File: src/rtl/cpu_pkg.sv
// ---------------------------------------------------------------------------
// cpu_pkg : opcodes, instruction field positions and ALU select encoding
//           shared by the 8-bit core and its register file.
// Rev 1.0
// ---------------------------------------------------------------------------
`default_nettype none

package cpu_pkg;

  localparam logic [7:0] OP_LOADI = 8'h00;
  localparam logic [7:0] OP_MOV   = 8'h01;
  localparam logic [7:0] OP_ADD   = 8'h02;
  localparam logic [7:0] OP_SUB   = 8'h03;
  localparam logic [7:0] OP_AND   = 8'h04;
  localparam logic [7:0] OP_OR    = 8'h05;

  localparam int OP_MSB  = 31;
  localparam int OP_LSB  = 24;
  localparam int RD_MSB  = 18;
  localparam int RD_LSB  = 16;
  localparam int RT_MSB  = 10;
  localparam int RT_LSB  = 8;
  localparam int RS_MSB  = 2;
  localparam int RS_LSB  = 0;
  localparam int IMM_MSB = 7;
  localparam int IMM_LSB = 0;

  typedef enum logic [1:0] {
    ALU_PASS = 2'd0,
    ALU_ADD  = 2'd1,
    ALU_AND  = 2'd2,
    ALU_OR   = 2'd3
  } alu_sel_e;

endpackage

`default_nettype wire

File: src/rtl/reg_file_8x8.sv
// ---------------------------------------------------------------------------
// reg_file_8x8 : 8 x 8-bit registers, two asynchronous read ports, one
//                synchronous write port, synchronous active-low clear.
// Rev 1.0
// ---------------------------------------------------------------------------
`default_nettype none
`timescale 1ns/1ps

module reg_file_8x8 (
  input  logic       i_clk,
  input  logic       i_rst_n,
  input  logic       i_we,
  input  logic [2:0] i_waddr,
  input  logic [7:0] i_wdata,
  input  logic [2:0] i_raddr_a,
  output logic [7:0] o_rdata_a,
  input  logic [2:0] i_raddr_b,
  output logic [7:0] o_rdata_b
);

  logic [7:0] regArr [8];

  always_ff @(posedge i_clk) begin
    if (!i_rst_n) begin
      for (int i = 0; i < 8; i++) begin
        regArr[i] <= 8'h00;
      end
    end else if (i_we) begin
      regArr[i_waddr] <= i_wdata;
    end
  end

  assign o_rdata_a = regArr[i_raddr_a];
  assign o_rdata_b = regArr[i_raddr_b];

endmodule

`default_nettype wire

File: src/rtl/cpu_core_8bit.sv
// ---------------------------------------------------------------------------
// cpu_core_8bit : single-cycle 8-bit core, one 32-bit instruction per edge,
//                 combinational decode/ALU, clocked PC and write-back only.
// Rev 1.0
// ---------------------------------------------------------------------------
`default_nettype none
`timescale 1ns/1ps

module cpu_core_8bit
  import cpu_pkg::*;
(
  input  logic        CLK,
  input  logic        RESET,
  input  logic [31:0] INSTRUCTION,
  output logic [31:0] PC
);

  logic [31:0] r_pc;
  logic [7:0]  w_op;
  logic [2:0]  w_rd;
  logic [2:0]  w_rt;
  logic [2:0]  w_rs;
  logic [7:0]  w_imm;
  logic [7:0]  w_rt_data;
  logic [7:0]  w_rs_data;
  logic [7:0]  w_src_b;
  logic [7:0]  w_opnd_b;
  logic [7:0]  w_result;
  logic        w_we;
  logic        w_use_imm;
  logic        w_negate;
  alu_sel_e    w_alu_sel;
  logic        w_unused_bits;

  assign w_op          = INSTRUCTION[OP_MSB:OP_LSB];
  assign w_rd          = INSTRUCTION[RD_MSB:RD_LSB];
  assign w_rt          = INSTRUCTION[RT_MSB:RT_LSB];
  assign w_rs          = INSTRUCTION[RS_MSB:RS_LSB];
  assign w_imm         = INSTRUCTION[IMM_MSB:IMM_LSB];
  assign w_unused_bits = ^{INSTRUCTION[23:19], INSTRUCTION[15:11]};

  always_comb begin
    w_we      = 1'b1;
    w_use_imm = 1'b0;
    w_negate  = 1'b0;
    w_alu_sel = ALU_PASS;
    case (w_op)
      OP_LOADI: w_use_imm = 1'b1;
      OP_MOV:   w_alu_sel = ALU_PASS;
      OP_ADD:   w_alu_sel = ALU_ADD;
      OP_SUB: begin
        w_alu_sel = ALU_ADD;
        w_negate  = 1'b1;
      end
      OP_AND:   w_alu_sel = ALU_AND;
      OP_OR:    w_alu_sel = ALU_OR;
      default:  w_we      = 1'b0;
    endcase
  end

  // Subtraction reuses the adder with a two's-complement second operand
  assign w_src_b  = w_use_imm ? w_imm : w_rs_data;
  assign w_opnd_b = w_negate ? (~w_src_b + 8'd1) : w_src_b;

  always_comb begin
    w_result = w_opnd_b;
    case (w_alu_sel)
      ALU_PASS: w_result = w_opnd_b;
      ALU_ADD:  w_result = w_rt_data + w_opnd_b;
      ALU_AND:  w_result = w_rt_data & w_opnd_b;
      ALU_OR:   w_result = w_rt_data | w_opnd_b;
      default:  w_result = w_opnd_b;
    endcase
  end

  reg_file_8x8 reg_8x8 (
    .i_clk     (CLK),
    .i_rst_n   (RESET),
    .i_we      (w_we),
    .i_waddr   (w_rd),
    .i_wdata   (w_result),
    .i_raddr_a (w_rt),
    .o_rdata_a (w_rt_data),
    .i_raddr_b (w_rs),
    .o_rdata_b (w_rs_data)
  );

  always_ff @(posedge CLK) begin
    if (!RESET) begin
      r_pc <= 32'd0;
    end else begin
      r_pc <= r_pc + 32'd4;
    end
  end

  assign PC = r_pc;

endmodule

`default_nettype wire

File: config.mk
export PLATFORM = sky130hd
export DESIGN_NAME = cpu_core_8bit
export DESIGN_NICKNAME = d
export VERILOG_FILES = /design/src/rtl/cpu_pkg.sv /design/src/rtl/reg_file_8x8.sv /design/src/rtl/cpu_core_8bit.sv
export SDC_FILE = /design/constraint.sdc
export NUM_CORES = 1
export LEC_CHECK = 0
export BUFFER_PORTS_ARGS = -buffer_cell sky130_fd_sc_hd__clkbuf_2
export CAP_MARGIN = 20
export CORE_ASPECT_RATIO = 1.4
export CORE_MARGIN = 2
export CORE_UTILIZATION = 35
export DETAILED_ROUTE_END_ITERATION = 10
export GPL_ROUTABILITY_DRIVEN = 0
export PLACE_DENSITY = 0.7
export SYNTH_ARGS = -nofsm -noshare
export SYNTH_HDL_FRONTEND = slang
export SYNTH_SLANG_ARGS = --single-unit
File: constraint.sdc
create_clock -name CLK -period 1.8 [get_ports CLK]
set_input_delay 0 -clock CLK [delete_from_list [all_inputs] [get_ports CLK]]
set_output_delay 0 -clock CLK [all_outputs]
set_load 0.005 [all_outputs]
; Yosys cells after proc, flatten, opt, wreduce, memory -nomap -nowiden
; Cells that the tools add are included.
; W data, S select, Z words.
[totals]
ff_bits = 32
out_inout_bits = 32
in_bits = 34
[classes]
addsub = 1
[ops]
columns = operator, n
row1 = $add A32 B3 Y32 const B, 1

; Longest topological paths before layout
; Gate-level depths: netlist (run 1).
[depth]
word_depth = 1
ltp_mapped = 6
mapped_depth_nobuf = 5

; Worst setup path after synthesis (run 1)
; Ideal clock, no wire load.
[synth_path]
path_type = register -> register
startpoint = register r_pc[2] (netlist: PC[2])
endpoint = register r_pc[26] (netlist: PC[26])
synth_period_minus_slack_ns = 1.634
arrival_time_ns = 1.563
slack_ns = 0.166
path_stages_with_launch = 7
cell_sequence = dfxtp_1 ha_1 and4_1 buf_2 nand4_2 or3_1 a21oi_1
[synth_via]
elab_chain_len = 1
[synth_rtl]
columns = item, line
row1 = start: declaration, cpu_core_8bit.sv:18  ; logic [31:0] r_pc;
row2 = start signal: assignment, cpu_core_8bit.sv:92  ; r_pc <= r_pc + 32'd4;
row3 = $add A32 B3 Y32, cpu_core_8bit.sv:92
; Every way passes these cells.
; A chain may end at the register's enable or synchronous reset.

; Worst setup path after layout (run 1)
[layout_path]
startpoint = register r_pc[2] (netlist: PC[2])
endpoint = register r_pc[28] (netlist: PC[28])
; The elaborated chain is that of the path after synthesis.

==> metrics.md, run 1 <==
| Metric | Value |
|---|---|
| CP startpoint | PC[2]$_SDFF_PN0_ |
| Post-DRT Antenna Nets | 0 |
| Worst EP arrival | 1.89 ns |
| Cts repair resizes | 0 |
| Yosys reg bits | 30 |
| R2R Setup Slk | 0.12 ns |
| TritonCTS buffer count | 5 |
| Gate power share | approximately 2.7% |
| Pins Over Slew Limit | 0 |
| DRT Pass-1 Iters | 7 |
| Vias per Instance | 5.28 |
| Slowest CP cell | dfxtp_1 |
| Nets | approximately 250 |
| Number of synthesized flops with an enable pin | 0 |
| Setup TNS | 0 ns |
| Clk_lat worst skew | 0.28 ns |
| Routed len/inst | about 13 microns |
| Crit path required time | ~2 ns |
| Switch share | 21.8% |
| CTS root buffer | clkbuf_8 |
| Asr flop ratio synth | 0% |
| Post-synthesis sequential area ratio | 40.7% |
| Fmax | 595 MHz |
| Synthesis-to-layout area growth | 24.5% |
| Synth Warn # | 0 |
| Yosys cell types | 30 |
| Internal power | 0.948 mW |
| Worst reg-to-reg path cell count | 5 |
| Worst Path Buf+Inv | 0 |
| Syn Inst Count | 168 |
| Syn_area_per_cell | a little under 9 sq um |
| Layout cells sized above 1 | ~28% |
| TritonCTS clock tree | done |
| Final Hold Fails | 0 |
| Floorplan row count | 27 |
| DP Wirelength | about 2.5 mm |
| Post-synth top area share | 40.7% |
| GRT Resource Usage Total | 14.5% |
| Violated checks | DRC |
| Max clock buf depth | 2 |
| Clk_skew | 0.00656 ns |
| Critical R2R Capture | PC[28]$_SDFF_PN0_ |
| Fillers | 430 |
| Final WL | 3.27 mm |
| Period utilization | around 93% |
| Vias post-DR | 1,367 |
| Top_reg_cell synth | dfxtp_1 |
| Placed Area | 0.00176 sq mm |
| # diodes | 0 |
| Cell taking the most area after synthesis | dfxtp_1 |
| Area of the mapped netlist | 0.00147 sq mm |
| Crit path max fanout | 9 |
| Die Wd | 58.8 microns |
| Final Setup Violations | 0 |
| Outcome | finished, violations left |
| Tmin final | 1.68 ns |
| CORE AREA | 0.00399 sq mm |
| IO Pins | 66 |
| Crit-path max cell delay | roughly 0.4 ns |
| Grt total ovfl | 0 |
| Crit end category | flop |
| Initial Util | between 30% and 40% |
| Max-cap viol count | 0 |
| Most frequent cell after synthesis | dfxtp_1 |
| Crit path capture | PC[28]$_SDFF_PN0_ |
| Global-route wire length before repair | 5.22 mm |
| IO buf count | 31 |
| Startpoint types | flop |
| Critical path depth | 5 |
| Initial antenna violation count | 0 |
| Kind of critical path | reg2reg |
| Die area | 0.00475 sq mm |
| CTS H-tree depth | 2 |
| Unrepaired setup endpoints after global routing | false |
| Final instance area | 0.00184 sq mm |
| Postcts setup bufs | 0 |
| CP cell instances | ha_1, and4_1, nand4_2, nor4_1, mux2i_1 |
| PwrDens | 660 mW/mm^2 |
| Reg2reg start | PC[2]$_SDFF_PN0_ |
| Sw Pwr | 0.264 mW |
| Clock sinks | 30 |
| Leak | 0.744 nW |
| Synth top area cells | dfxtp_1 (41%), xor2_1 (5.3%), a21oi_1 (5.1%) |
| Largest net degree at the start of global routing | 29 |
| Largest delay share family, worst path | simple AND/OR/NAND/NOR gates |
| Post-synth top cells | dfxtp_1 (30), a21oi_1 (15), nor2_1 (13) |
| Drt initial violations | 34 |
| Clock-pin slew of the registers on the worst-case setup and hold paths | 0.06 ns |
| Die Ht | 80.8 microns |
| Remaining DRCs | 2 |
| VDD IR max | 0.000502 V |
| Min-delay worst type | in2reg |
| Flop pwr share | 55.8% |
| Clock Power Share | 41.5% |
| CTS hold repair buffers | 0 |
| Max FFs per register | 30 |
| Vias in the first global route | 1,219 |
==> kinds of logic (layout without fill, tap and decap cells) <==
kind of cell,count (synthesis),after routing,synth area share (%)
XOR/XNOR,12,12,7.13
buffers and inverters,14,61,5.77
adder cells (fa/ha/maj),1,1,0.849
AND/OR/NAND/NOR,79,79,33.5
flip-flops,30,30,40.7
AO/OA/AOI/OAI,30,30,11.0
multiplexers,1,1,0.679
other,1,2,0.254
==> placed cells by master, fill, tap and decap left out, types with 2 or more instances in the layout <==
cell,count
and2_1,5
conb_1,2
nor4_1,2
nand4_4,2
xor2_1,9
o31ai_1,5
o21ai_0,10
nor2_1,13
clkbuf_2,31
or3_1,10
a21oi_1,15
nand3_1,11
nand4_1,10
or4_1,5
and4_1,8
buf_4,19
clkbuf_1,2
xnor2_1,3
inv_1,3
nand2_1,8
clkbuf_8,5
dfxtp_1,30
==> metrics by stage <==
step | worst slack [ns] | utilization (%) | cells | total power, mW | hold WS (ns)
final | 0.118 | 46.0 | 259 | 1.21 | 0.00927
after global routing | 0.0163 | 46.0 | 259 | 1.26 | 0.0185
after CTS | 0.0774 | 46.0 | 259 | 1.23 | 0.00575
after detailed placement | 0.0871 | 44.1 | 252 | 0.724 | 0.305
after global placement | 0.118 | 44.1 | 252 | 0.724 | 0.291
after floorplan | 0.166 | - | 169 | 0.711 | 0.122
==> routing by layer <==
layer  vias to the layer above  part of all wire [%]  track usage (%)
li1                        710                     -                -
met1                       626                    42             15.5
met2                        27                    52             25.8
met3                         4                   4.6             4.94
met4                         0                   1.3             5.45
met5                         -                     0                0
==> worst min-delay path by stage <==
stage	from	end	slack, ns	cells past startpoint
finish	RESET	PC[3]$_SDFF_PN0_	0.009	2
global route	RESET	PC[3]$_SDFF_PN0_	0.02	2
detailed placement	RESET	PC[3]$_SDFF_PN0_	0.30	2
floorplan	RESET	PC[3]$_SDFF_PN0_	0.12	1
CTS	RESET	PC[3]$_SDFF_PN0_	0.006	2
global placement	RESET	PC[3]$_SDFF_PN0_	0.29	2
==> area by class of cell <==
type | instances | area, sq um | area share (%)
Inverter | 4 | 15.0 | 0.818
Timing Repair Buffer | 50 | 298 | 16.2
Sequential cell | 30 | 601 | 32.7
Multi-Input combinational cell | 125 | 792 | 43.1
Tap cell | 43 | 53.8 | 2.93
Clock buffer | 7 | 76.3 | 4.16
==> power by group through the flow <==
stage               combinational (mW)  sequential [mW]  clock [mW]
detailed placement              0.0338            0.691           0
CTS                             0.0340            0.676       0.520
finish                          0.0331            0.676       0.503
global placement                0.0331            0.691           0
floorplan                       0.0200            0.691           0
global route                    0.0371            0.677       0.546
Power figures use the tool's default switching activity.
==> run 2, diff against run 1 <==
CTS_CLUSTER_SIZE = 40   (was default)
REMOVE_ABC_BUFFERS = 1   (was default)
==> run 2 against run 1 <==
Compared with the run above: the run still ends with DRC left; sequential power about the same; first-iteration DRC count increased by 8.8%; non-clock buffer count decreased by 1; final cell count decreased by 0.39%; highest routed layer unchanged.
==> metrics.md, run 2 (synthesis results as in run 1) <==
| Metric | Value |
|---|---|
| Outcome | finished, violations left |
| Violated checks | DRC |
| Period utilization | 93.2% |
| Clock sinks | 30 |
| VDD IR max | 0.000514 V |
| Final Hold Fails | 0 |
| DRT Pass-1 Iters | 7 |
| Remaining DRCs | 4 |
| Leak | 0.744 nW |
| Initial Util | a little under two fifths |
| CTS H-tree depth | 2 |
| Vias in the first global route | around 1,200 |
| Vias per Instance | about 5.5 |
| Pins Over Slew Limit | 0 |
| Fmax | a little under 600 MHz |
| Die area | 0.00475 sq mm |
| Commonest non-fill, non-tap cell in the layout | clkbuf_2 |
| Tmin final | 1.68 ns |
| Largest net degree at the start of global routing | 29 |
| Nets | 250 |
| Final WL | 3.27 mm |
| Max clock buf depth | 2 |
| Fillers | 415 |
| Crit end category | flop |
| Final Setup Violations | 0 |
| Vias post-DR | 1,424 |
| PwrDens | 654 mW/mm^2 |
| Floorplan row count | 27 |
| Die Wd | 58.8 microns |
| Layout cells sized above 1 | 28.4% |
| Clk_skew | 0.00621 ns |
| # diodes | 0 |
| GRT Resource Usage Total | 15.1% |
| Crit path required time | 2.01 ns |
| Initial antenna violation count | 0 |
| IO Pins | 66 |
| Commonest cells after routing, fill and taps aside | clkbuf_2 (31), dfxtp_1 (30), buf_4 (17) |
| TritonCTS clock tree | done |
| DP Wirelength | 2.41 mm |
| Max FFs per register | 30 |
| IO buf count | 31 |
| TritonCTS buffer count | 5 |
| Post-DRT Antenna Nets | 0 |
| Drt initial violations | 37 |
| Max-cap viol count | 0 |
| CORE AREA | 0.00399 sq mm |
| Kind of critical path | reg2reg |
| CTS root buffer | clkbuf_8 |
| Grt total ovfl | 0 |
| Unrepaired setup endpoints after global routing | false |
| Startpoint types | flop |
| Clk_lat worst skew | about 0.27 ns |
| Worst EP arrival | about 1.9 ns |
| Global-route wire length before repair | between 5 and 6 mm |
| Die Ht | 80.8 microns |
| Min-delay worst type | reg2reg |
| Clock-pin slew of the registers on the worst-case setup and hold paths | 0.06 ns |
| Crit path max fanout | 6 |
| Total power draw | between 1 and 1.5 mW |
| Routed len/inst | 12.7 microns |
| Synthesis-to-layout area growth | 25.0% |
| Setup TNS | 0 ns |
| Postcts setup bufs | 0 |
==> run 2: cell types whose count changed in the layout (fill, tap and decap cells not counted) <==
cell	delta
and4_2	+3
buf_4	-2
nand4_4	+1
and4_1	-3
nand4_2	-1
dlygate4sd3_1	+1
==> run 2: worst max-delay path, stage by stage, from the launching register on <==
cell,delay [ns]
dfxtp_1,0.40
and4_1,0.35
nand3_1,0.22
or4_1,0.50
a21oi_1,0.14
==> run 2: layout make-up <==
type                       instances  area (sq um)  share of cell area, %
multi-input combinational        125           805                   43.7
sequential                        30           601                   32.6
clock buffer                       7          76.3                   4.14
inverter                           4          15.0                  0.815
timing repair buffer              49           293                   15.9
tap                               43          53.8                   2.92
==> run 2: final timing paths <==
path                          start                 to  slack (ns)  depth (start not counted)
setup / recovery  PC[18]$_SDFF_PN0_  PC[25]$_SDFF_PN0_        0.12                          4
hold / removal    PC[31]$_SDFF_PN0_  PC[31]$_SDFF_PN0_        0.49                          2
setup reg to reg  PC[18]$_SDFF_PN0_  PC[25]$_SDFF_PN0_        0.12                          4
hold reg to reg   PC[31]$_SDFF_PN0_  PC[31]$_SDFF_PN0_        0.49                          2
==> run 2: per-layer routing <==
| metal | track usage (%) | up-vias | part of all wire (%) |
|---|---|---|---|
| li1 | - | 709 | - |
| met1 | 17.0 | 672 | 42 |
| met2 | 25.1 | 37 | 50 |
| met3 | 4.78 | 6 | 5.3 |
| met4 | 7.73 | 0 | 2.4 |
| met5 | 0 | - | 0 |
==> run 2: repair_timing <==
| item | CTS | global route |
|---|---|---|
| resized for setup | 0 | 4 |
| endpoints found under the setup margin | 0 | 7 |
| endpoints found under the hold margin | 2 | 0 |
| hold buffers | 1 | 0 |
==> run 2: metrics by stage <==
stage	area, sq um	instances	hold WS, ns	utilization, %	worst slack, ns
after floorplan	1410	159	0.122	-	0.161
after global placement	1740	250	0.270	43.8	0.116
after detailed placement	1740	250	0.281	43.8	0.0927
after CTS	1830	258	0.494	45.9	0.0622
after global routing	1840	258	0.516	46.2	0.0129
final	1840	258	0.487	46.2	0.123
==> run 2: report_power, final <==
group	internal [mW]	switching, mW	total [mW]
clock network	0.265	0.227	0.493
registers	0.670	0.00469	0.675
logic	0.0159	0.0220	0.0379
